[src/rtl/imm_enc_pkg.sv]
// Shared definitions for the immediate encoder: format codes (common with the
// immediate generator), RV32 base opcodes and the default NOP word.
package imm_enc_pkg;

  // Immediate format codes; encodings are shared with the immediate generator.
  typedef enum logic [2:0] {
    IMM_I   = 3'd0,
    IMM_S   = 3'd1,
    IMM_B   = 3'd2,
    IMM_U   = 3'd3,
    IMM_J   = 3'd4,
    IMM_C   = 3'd5,
    IMM_SH  = 3'd6,
    IMM_INV = 3'b111
  } imm_fmt_e;

  // RV32I base opcodes.
  localparam logic [6:0] OPC_LOAD   = 7'h03;
  localparam logic [6:0] OPC_OP_IMM = 7'h13;
  localparam logic [6:0] OPC_AUIPC  = 7'h17;
  localparam logic [6:0] OPC_STORE  = 7'h23;
  localparam logic [6:0] OPC_OP     = 7'h33;
  localparam logic [6:0] OPC_LUI    = 7'h37;
  localparam logic [6:0] OPC_BRANCH = 7'h63;
  localparam logic [6:0] OPC_JALR   = 7'h67;
  localparam logic [6:0] OPC_JAL    = 7'h6F;
  localparam logic [6:0] OPC_SYSTEM = 7'h73;

  // addi x0, x0, 0
  localparam logic [31:0] NOP_INSN_DEFAULT = 32'h0000_0013;

  // Decoded instruction fields as held in the first pipeline stage.
  typedef struct packed {
    logic [2:0]  imm_op;
    logic [31:0] imm;
    logic [6:0]  opcode;
    logic [4:0]  rd;
    logic [4:0]  rs1;
    logic [4:0]  rs2;
    logic [2:0]  funct3;
    logic [6:0]  funct7;
    logic [11:0] csr;
  } enc_fields_t;

endpackage

[src/rtl/imm_enc_pack.sv]
// Combinational RV32 field packer with immediate range check.
// Range checking is compiled in only when IMM_ENC_RANGE_CHECK_EN is defined;
// otherwise range_err is constant 0.
module imm_enc_pack
  import imm_enc_pkg::*;
#(
  parameter logic [31:0] NOP_INSN = NOP_INSN_DEFAULT
) (
  input  logic [2:0]  imm_op,
  input  logic [31:0] imm,
  input  logic [6:0]  opcode,
  input  logic [4:0]  rd,
  input  logic [4:0]  rs1,
  input  logic [4:0]  rs2,
  input  logic [2:0]  funct3,
  input  logic [6:0]  funct7,
  input  logic [11:0] csr,
  output logic [31:0] insn,
  output logic        range_err
);

  imm_fmt_e fmt;
  assign fmt = imm_fmt_e'(imm_op);

  // Scatter the immediate bits into the instruction layout of each format.
  always_comb begin
    insn = NOP_INSN;
    case (fmt)
      IMM_I:   insn = {imm[11:0], rs1, funct3, rd, opcode};
      IMM_S:   insn = {imm[11:5], rs2, rs1, funct3, imm[4:0], opcode};
      IMM_B:   insn = {imm[12], imm[10:5], rs2, rs1, funct3, imm[4:1], imm[11], opcode};
      IMM_U:   insn = {imm[31:12], rd, opcode};
      IMM_J:   insn = {imm[20], imm[10:1], imm[11], imm[19:12], rd, opcode};
      IMM_C:   insn = {csr, imm[4:0], funct3, rd, opcode};
      IMM_SH:  insn = {funct7, imm[4:0], rs1, funct3, rd, opcode};
      default: insn = NOP_INSN;
    endcase
  end

`ifdef IMM_ENC_RANGE_CHECK_EN
  // Flag immediates that do not survive truncation into the format's field.
  always_comb begin
    range_err = 1'b0;
    case (fmt)
      IMM_I, IMM_S:  range_err = (imm != {{20{imm[11]}}, imm[11:0]});
      IMM_B:         range_err = (imm != {{19{imm[12]}}, imm[12:0]}) | imm[0];
      IMM_J:         range_err = (imm != {{11{imm[20]}}, imm[20:0]}) | imm[0];
      IMM_U:         range_err = |imm[11:0];
      IMM_C, IMM_SH: range_err = |imm[31:5];
      default:       range_err = 1'b1;
    endcase
  end
`else
  assign range_err = 1'b0;
`endif

endmodule

[src/rtl/imm_enc.sv]
// Immediate encoder / instruction assembler: 2-stage valid/ready pipeline that
// packs decoded fields into a 32-bit RV32 instruction word.
// Optional feature macro: IMM_ENC_RANGE_CHECK_EN (range flag and error counter).
module imm_enc
  import imm_enc_pkg::*;
#(
  parameter int          ERR_CNT_W = 8,
  parameter logic [31:0] NOP_INSN  = NOP_INSN_DEFAULT
) (
  input  logic                 clk_i,
  input  logic                 rst_i,
  input  logic                 in_valid_i,
  output logic                 in_ready_o,
  input  logic [2:0]           imm_op_i,
  input  logic [31:0]          imm_i,
  input  logic [6:0]           opcode_i,
  input  logic [4:0]           rd_i,
  input  logic [4:0]           rs1_i,
  input  logic [4:0]           rs2_i,
  input  logic [2:0]           funct3_i,
  input  logic [6:0]           funct7_i,
  input  logic [11:0]          csr_i,
  output logic                 out_valid_o,
  input  logic                 out_ready_i,
  output logic [31:0]          instruction_o,
  output logic                 err_o,
  output logic [ERR_CNT_W-1:0] err_cnt_o
);

  enc_fields_t s1_f;
  logic        s1_valid;
  logic        s2_valid;
  logic [31:0] s2_insn;
  logic        s2_err;
  logic        s1_adv;
  logic        s2_adv;
  logic [31:0] pack_insn;
  logic        pack_err;

  assign s2_adv     = ~s2_valid | out_ready_i;
  assign s1_adv     = ~s1_valid | s2_adv;
  assign in_ready_o = ~s1_valid | s1_adv;

  // Stage 1: capture the raw fields whenever the stage can take a new word.
  always_ff @(posedge clk_i or posedge rst_i) begin
    if (rst_i) begin
      s1_valid <= 1'b0;
      s1_f     <= '0;
    end else if (in_ready_o) begin
      s1_valid <= in_valid_i;
      if (in_valid_i) begin
        s1_f <= '{imm_op: imm_op_i, imm: imm_i, opcode: opcode_i, rd: rd_i,
                  rs1: rs1_i, rs2: rs2_i, funct3: funct3_i, funct7: funct7_i,
                  csr: csr_i};
      end
    end
  end

  imm_enc_pack #(
    .NOP_INSN(NOP_INSN)
  ) u_pack (
    .imm_op    (s1_f.imm_op),
    .imm       (s1_f.imm),
    .opcode    (s1_f.opcode),
    .rd        (s1_f.rd),
    .rs1       (s1_f.rs1),
    .rs2       (s1_f.rs2),
    .funct3    (s1_f.funct3),
    .funct7    (s1_f.funct7),
    .csr       (s1_f.csr),
    .insn      (pack_insn),
    .range_err (pack_err)
  );

  // Stage 2: hold the packed word; frozen while the output is stalled.
  always_ff @(posedge clk_i or posedge rst_i) begin
    if (rst_i) begin
      s2_valid <= 1'b0;
      s2_insn  <= '0;
      s2_err   <= 1'b0;
    end else if (s2_adv) begin
      s2_valid <= s1_valid;
      if (s1_valid) begin
        s2_insn <= pack_insn;
        s2_err  <= pack_err;
      end
    end
  end

  assign out_valid_o   = s2_valid;
  assign instruction_o = s2_insn;
  assign err_o         = s2_err;

`ifdef IMM_ENC_RANGE_CHECK_EN
  logic [ERR_CNT_W-1:0] err_cnt_q;

  // Count errored words on transfer, saturating at all-ones.
  always_ff @(posedge clk_i or posedge rst_i) begin
    if (rst_i) begin
      err_cnt_q <= '0;
    end else if (s2_valid & out_ready_i & s2_err & ~(&err_cnt_q)) begin
      err_cnt_q <= err_cnt_q + {{(ERR_CNT_W-1){1'b0}}, 1'b1};
    end
  end

  assign err_cnt_o = err_cnt_q;
`else
  assign err_cnt_o = '0;
`endif

endmodule
[config.mk]
export PLATFORM = sky130hd
export DESIGN_NAME = imm_enc
export DESIGN_NICKNAME = d
export VERILOG_FILES = /design/src/rtl/imm_enc_pkg.sv /design/src/rtl/imm_enc_pack.sv /design/src/rtl/imm_enc.sv
export SDC_FILE = /design/constraint.sdc
export NUM_CORES = 1
export LEC_CHECK = 0
export ABC_AREA = 0
export CAP_MARGIN = 20
export CORE_MARGIN = 1
export CORE_UTILIZATION = 32
export DETAILED_ROUTE_END_ITERATION = 10
export PLACE_DENSITY_LB_ADDON = 0.3
export SLEW_MARGIN = 40
export SYNTH_ARGS = -nofsm -noshare
export SYNTH_HDL_FRONTEND = slang
export SYNTH_SLANG_ARGS = --single-unit
[constraint.sdc]
create_clock -name clk_i -period 5.6 [get_ports clk_i]
set_input_delay 1.68 -clock clk_i [delete_from_list [all_inputs] [get_ports clk_i]]
set_output_delay 1.68 -clock clk_i [all_outputs]
set_load 0.01 [all_outputs]
[After elaboration in Yosys (flattened, before gate mapping)]
Cells that the tools add are included.
Word-level totals
  flip-flop bits (word level): 113
  bits in latches: 0
  bits in writable memories: 0
  memory bits (read-only): 0
  word-level logic and storage cells: 27
  memories: 0
Cells by class
  add/sub/neg operators: 0
  multipliers: 0
  divide/modulo/power cells: 0
  magnitude comparators: 0
  equal/unequal tests: 6
  shift operators: 0
  multiplexer cells: 1
  bitwise logic cells: 5
  reduce and logical (&&, ||, !) cells: 3
Operator list (count)
  one-hot mux 32 bit (7 select lines): 1
  == test 3 bit (second input constant): 3
  == test 3 x 2 -> 1 bit (second input constant): 2
  AND reduction 2 bit: 2
  == test 3 x 1 -> 1 bit (second input constant): 1
  logical NOT 3 bit: 1
  bitwise OR 1 bit: 3
  inverter 1 bit: 2

[Logic depth before layout (Yosys ltp)]
  word-level depth: 5
  gate-level depth with buffers: 6
  depth with buffers taken out: 4

[Modules after synthesis]
A second synthesis with hierarchy kept.
Second synthesis, totals
  cells, all modules: 406
  area, all modules: 5408.9 um2
Modules (own cells, without submodules)
  imm_enc: instances 1, cells an instance 253, area each 4366.7 um2, sequential area each 2852.7 um2
  imm_enc_pack: instances 1, cells an instance 153, area each 1042.2 um2, sequential area each 0.0 um2

[Worst setup path after synthesis]
No wires, ideal clock.
  path type: input port to output port
  from: input port out_ready_i
  to: output port in_ready_o
  arrival: 1894 ps
  required time: 3920 ps
  slack: 2026 ps
  cell stages on the path: 1
  buffers on the path: 0
  cell sequence: nand3b_1
Between the ends
  longest elaborated chain between the ends: 3
Ends and longest elaborated chain
  start: declaration: line imm_enc.sv:24  | input logic out_ready_i,
  bitwise OR 1 bit: line imm_enc.sv:40  | assign s2_adv = ~s2_valid | out_ready_i;
  bitwise OR 1 bit: line imm_enc.sv:41  | assign s1_adv = ~s1_valid | s2_adv;
  bitwise OR 1 bit: line imm_enc.sv:42  | assign in_ready_o = ~s1_valid | s1_adv;
  end: declaration: line imm_enc.sv:13  | output logic in_ready_o,
Every way passes these cells.

[Final worst setup path]
Ends and elaborated chain as after synthesis.

==> qor.yml <==
routing:
  vias: 3475
  route.detailed.drc: 0
  viasPerCell: 5.03
  ant_nets: 0
  drt_first_iter_violations: 179
  totalWireLength_um: 12500
  firstDrtPassIters: 8
  wire_per_inst_um: 18.0
worst_setup_path:
  cp.arrival_ns: 3.00
  end_kind: "output pin"
  critPathSlowestCell: "clkdlybuf4s50_1"
  path_buf_inv: 2
  path_class: "in2out"
  cp_cell_sequence: "clkdlybuf4s50_1 > nand3b_1 > clkdlybuf4s50_1"
  critPathTopFamily: "buffers and inverters"
  cp-start-kind: "input pin"
  cp_slowest_stage_delay_ns: 0.60
  cp_max_fo: 3
  required_ns: 3.92
  cp_common_cell: "clkdlybuf4s50_1"
timing:
  worstMarginPinSlew_ns: 0.796
  setup_viol: 0
  tns_ns: 0
  fmaxAchievable_ghz: 0.214
  period_share_pct: 83.5
  setup_slack_ns: 0.924
  drv_slew: 0
  grt_setup_unrepaired: "false"
  skew_ns: 0.00696
  max_slew_margin_pct: 46.8
  layout_min_cycle_time_ns: 4.68
  hold_violations: 0
synth:
  yosysWarnings: 0
  synthArstFlopShare_pct: 100
  synth-seq-cells: 113
  synth_cell_types: 43
  ys.flop_type: "dfrtp_1"
  netlist_area_um2: 4920
  synth_seq_area_share_pct: 57.5
  synth_edf_count: 0
  syn_avg_cell_area_um2: 12.9
  synthesis.instances: 380
pwr:
  pwr-share-clk_pct: 40.8
  p_leak_nw: 2.83
  seqPwrFrac_pct: 38.4
  ir_drop_v: 0.000202
  power_frac_comb_pct: 20.8
  p_int_mw: 2.07
  power_switching_share_pct: 26.6
  p_sw_uw: 751
  pwr_density_cell_nw_per_um2: 413
global_route:
  antenna_found_initial: 0
  grt_pass1_vias: 3652
  grt_pass1_wl_um: 20100
  gr-usage-all-layers_pct: 16.9
  grt_max_degree: 80
  gr-total-overflow: 0
cells_and_area:
  diodes: 0
  fin_nets: 577
  syn2layout_area_growth_pct: 39.0
  fin_util_pct: 46.3
  fillCellCount: 1347
  layout-drive-gt1-share_pct: 24.9
placed_design:
  preCtsSetupSlack_ns: 0.917
  dp_hpwl_um: 8360
  port_buffers: 116
  place.gp.congestion: 0.717
hold_path:
  hold_class: "reg2reg"
floorplanning:
  core_um2: 14800
  num_io_pins: 126
  num_rows: 44
  start_util_pct: 33.3
  die_w_um: 126
  dieArea_um2: 15900
  die_h_um: 126
clock_network:
  clock_path_buffers: 2
  cts_hold_buffers: 0
  cts_resized: 0
  cts.sinks: 113
  clkLatencyLatePin_ns: 0.41
  cts_setup_buffers: 0
  cts-htree-levels: 4
  numCtsBuffers: 17
  clkTransAtPathRegs_ns: 0.06
  cts_tree: "built"
  clockRootBuffer: "clkbuf_16"
status:
  outcome: "completed"
run:
  drv_cap: 0
## worst paths after layout
kind,to,slack [ns],depth (start not counted),startpoint
setup / recovery,in_ready_o,0.92,3,out_ready_i
hold / removal,instruction_o[27],0.48,2,instruction_o[27]
setup reg to reg,instruction_o[21],3.45,4,s1_f[77]
hold reg to reg,instruction_o[27],0.48,2,instruction_o[27]
max in group asynchronous,s1_f[67],3.06,3,rst_i
min in group asynchronous,s1_f[73],1.72,2,rst_i
## layout by cell type, fill, tap and decap left out, drive strengths merged, types with 4 or more instances in the layout
| master | count |
|---|---|
| o31ai | 4 |
| nand2b | 6 |
| conb | 9 |
| a22o | 17 |
| clkdlybuf4s50 | 116 |
| o21ai | 22 |
| nor2b | 10 |
| clkinv | 7 |
| a21oi | 8 |
| o22ai | 4 |
| mux2 | 82 |
| nor2 | 8 |
| buf | 4 |
| a222oi | 6 |
| bufinv | 4 |
| dfrtp | 113 |
| a221oi | 9 |
| clkbuf | 19 |
| nand2 | 28 |
| inv | 4 |
| a22oi | 4 |
## power by group through the flow
stage	Combinational, mW	Clock, mW	Sequential, mW
2_1_floorplan	0.315	0	1.08
3_3_place_gp	0.583	0	1.09
3_5_place_dp	0.596	0	1.10
4_1_cts	0.599	1.17	1.08
5_1_grt	0.640	1.21	1.11
6_report	0.588	1.15	1.08
## through the flow
step	cells	hold WS [ns]	cell area, µm²	power [mW]
2_1_floorplan	388	0.454	4950	1.40
3_3_place_gp	659	0.461	6180	1.67
3_5_place_dp	659	0.468	6190	1.69
4_1_cts	691	0.488	6830	2.86
5_1_grt	691	0.512	6830	2.96
6_report	691	0.480	6830	2.82
## sequential cells by signal, indices dropped and copies added, names as in the netlist
register	count
s1_f	79
s1_valid	1
out_valid_o	1
instruction_o	32
## worst min-delay path, cell delays in order, from the launching register on
cell	delay [ns]
dfrtp_1	0.34
nand2_1	0.05
o21ai_0	0.06
## logic make-up (layout without fill, tap and decap cells)
kind of cell             after synthesis  after routing  share of synthesized area, %
AO/OA/AOI/OAI                         86             86                          12.8
adder cells (fa/ha/maj)                1              1                         0.204
buffers and inverters                 37            156                          4.35
flip-flops                           113            113                          57.5
multiplexers                          83             83                          19.1
other                                  1              9                        0.0763
AND/OR/NAND/NOR                       59             59                          6.03
## cell usage after synthesis (7+ instances only)
| cell type | n | area, µm² |
|---|---|---|
| mux2_2 | 81 | 912 |
| nor2_1 | 7 | 26.3 |
| clkbuf_1 | 7 | 26.3 |
| dfrtp_1 | 113 | 2830 |
| nor2b_1 | 9 | 56.3 |
| o21ai_1 | 9 | 45.0 |
| buf_4 | 12 | 90.1 |
| buf_2 | 11 | 55.1 |
| nand2_1 | 28 | 105 |
| a22o_1 | 17 | 149 |
| a221oi_1 | 9 | 78.8 |
| o21ai_0 | 13 | 65.1 |
| a21oi_1 | 8 | 40.0 |
## layer usage
layer  part of all wire, %  track usage, %  vias to the layer above
li1                      -               -                     1603
met1                    45            21.5                     1763
met2                    50            27.8                      105
met3                   4.3            4.63                        4
met4                  0.63            5.32                        0
met5                     0               0                        -
## area by class of cell
cell class,count,area (µm²),share of cell area [%]
Clock buffer,19,453,6.63
Inverter,4,20.0,0.293
Clock inverter,13,185,2.71
Timing Repair Buffer,120,1190,17.4
Sequential cell,113,2830,41.4
Tap cell,184,230,3.37
Multi-Input combinational cell,238,1920,28.1
No activity file was read; power rests on OpenSTA's default activity.
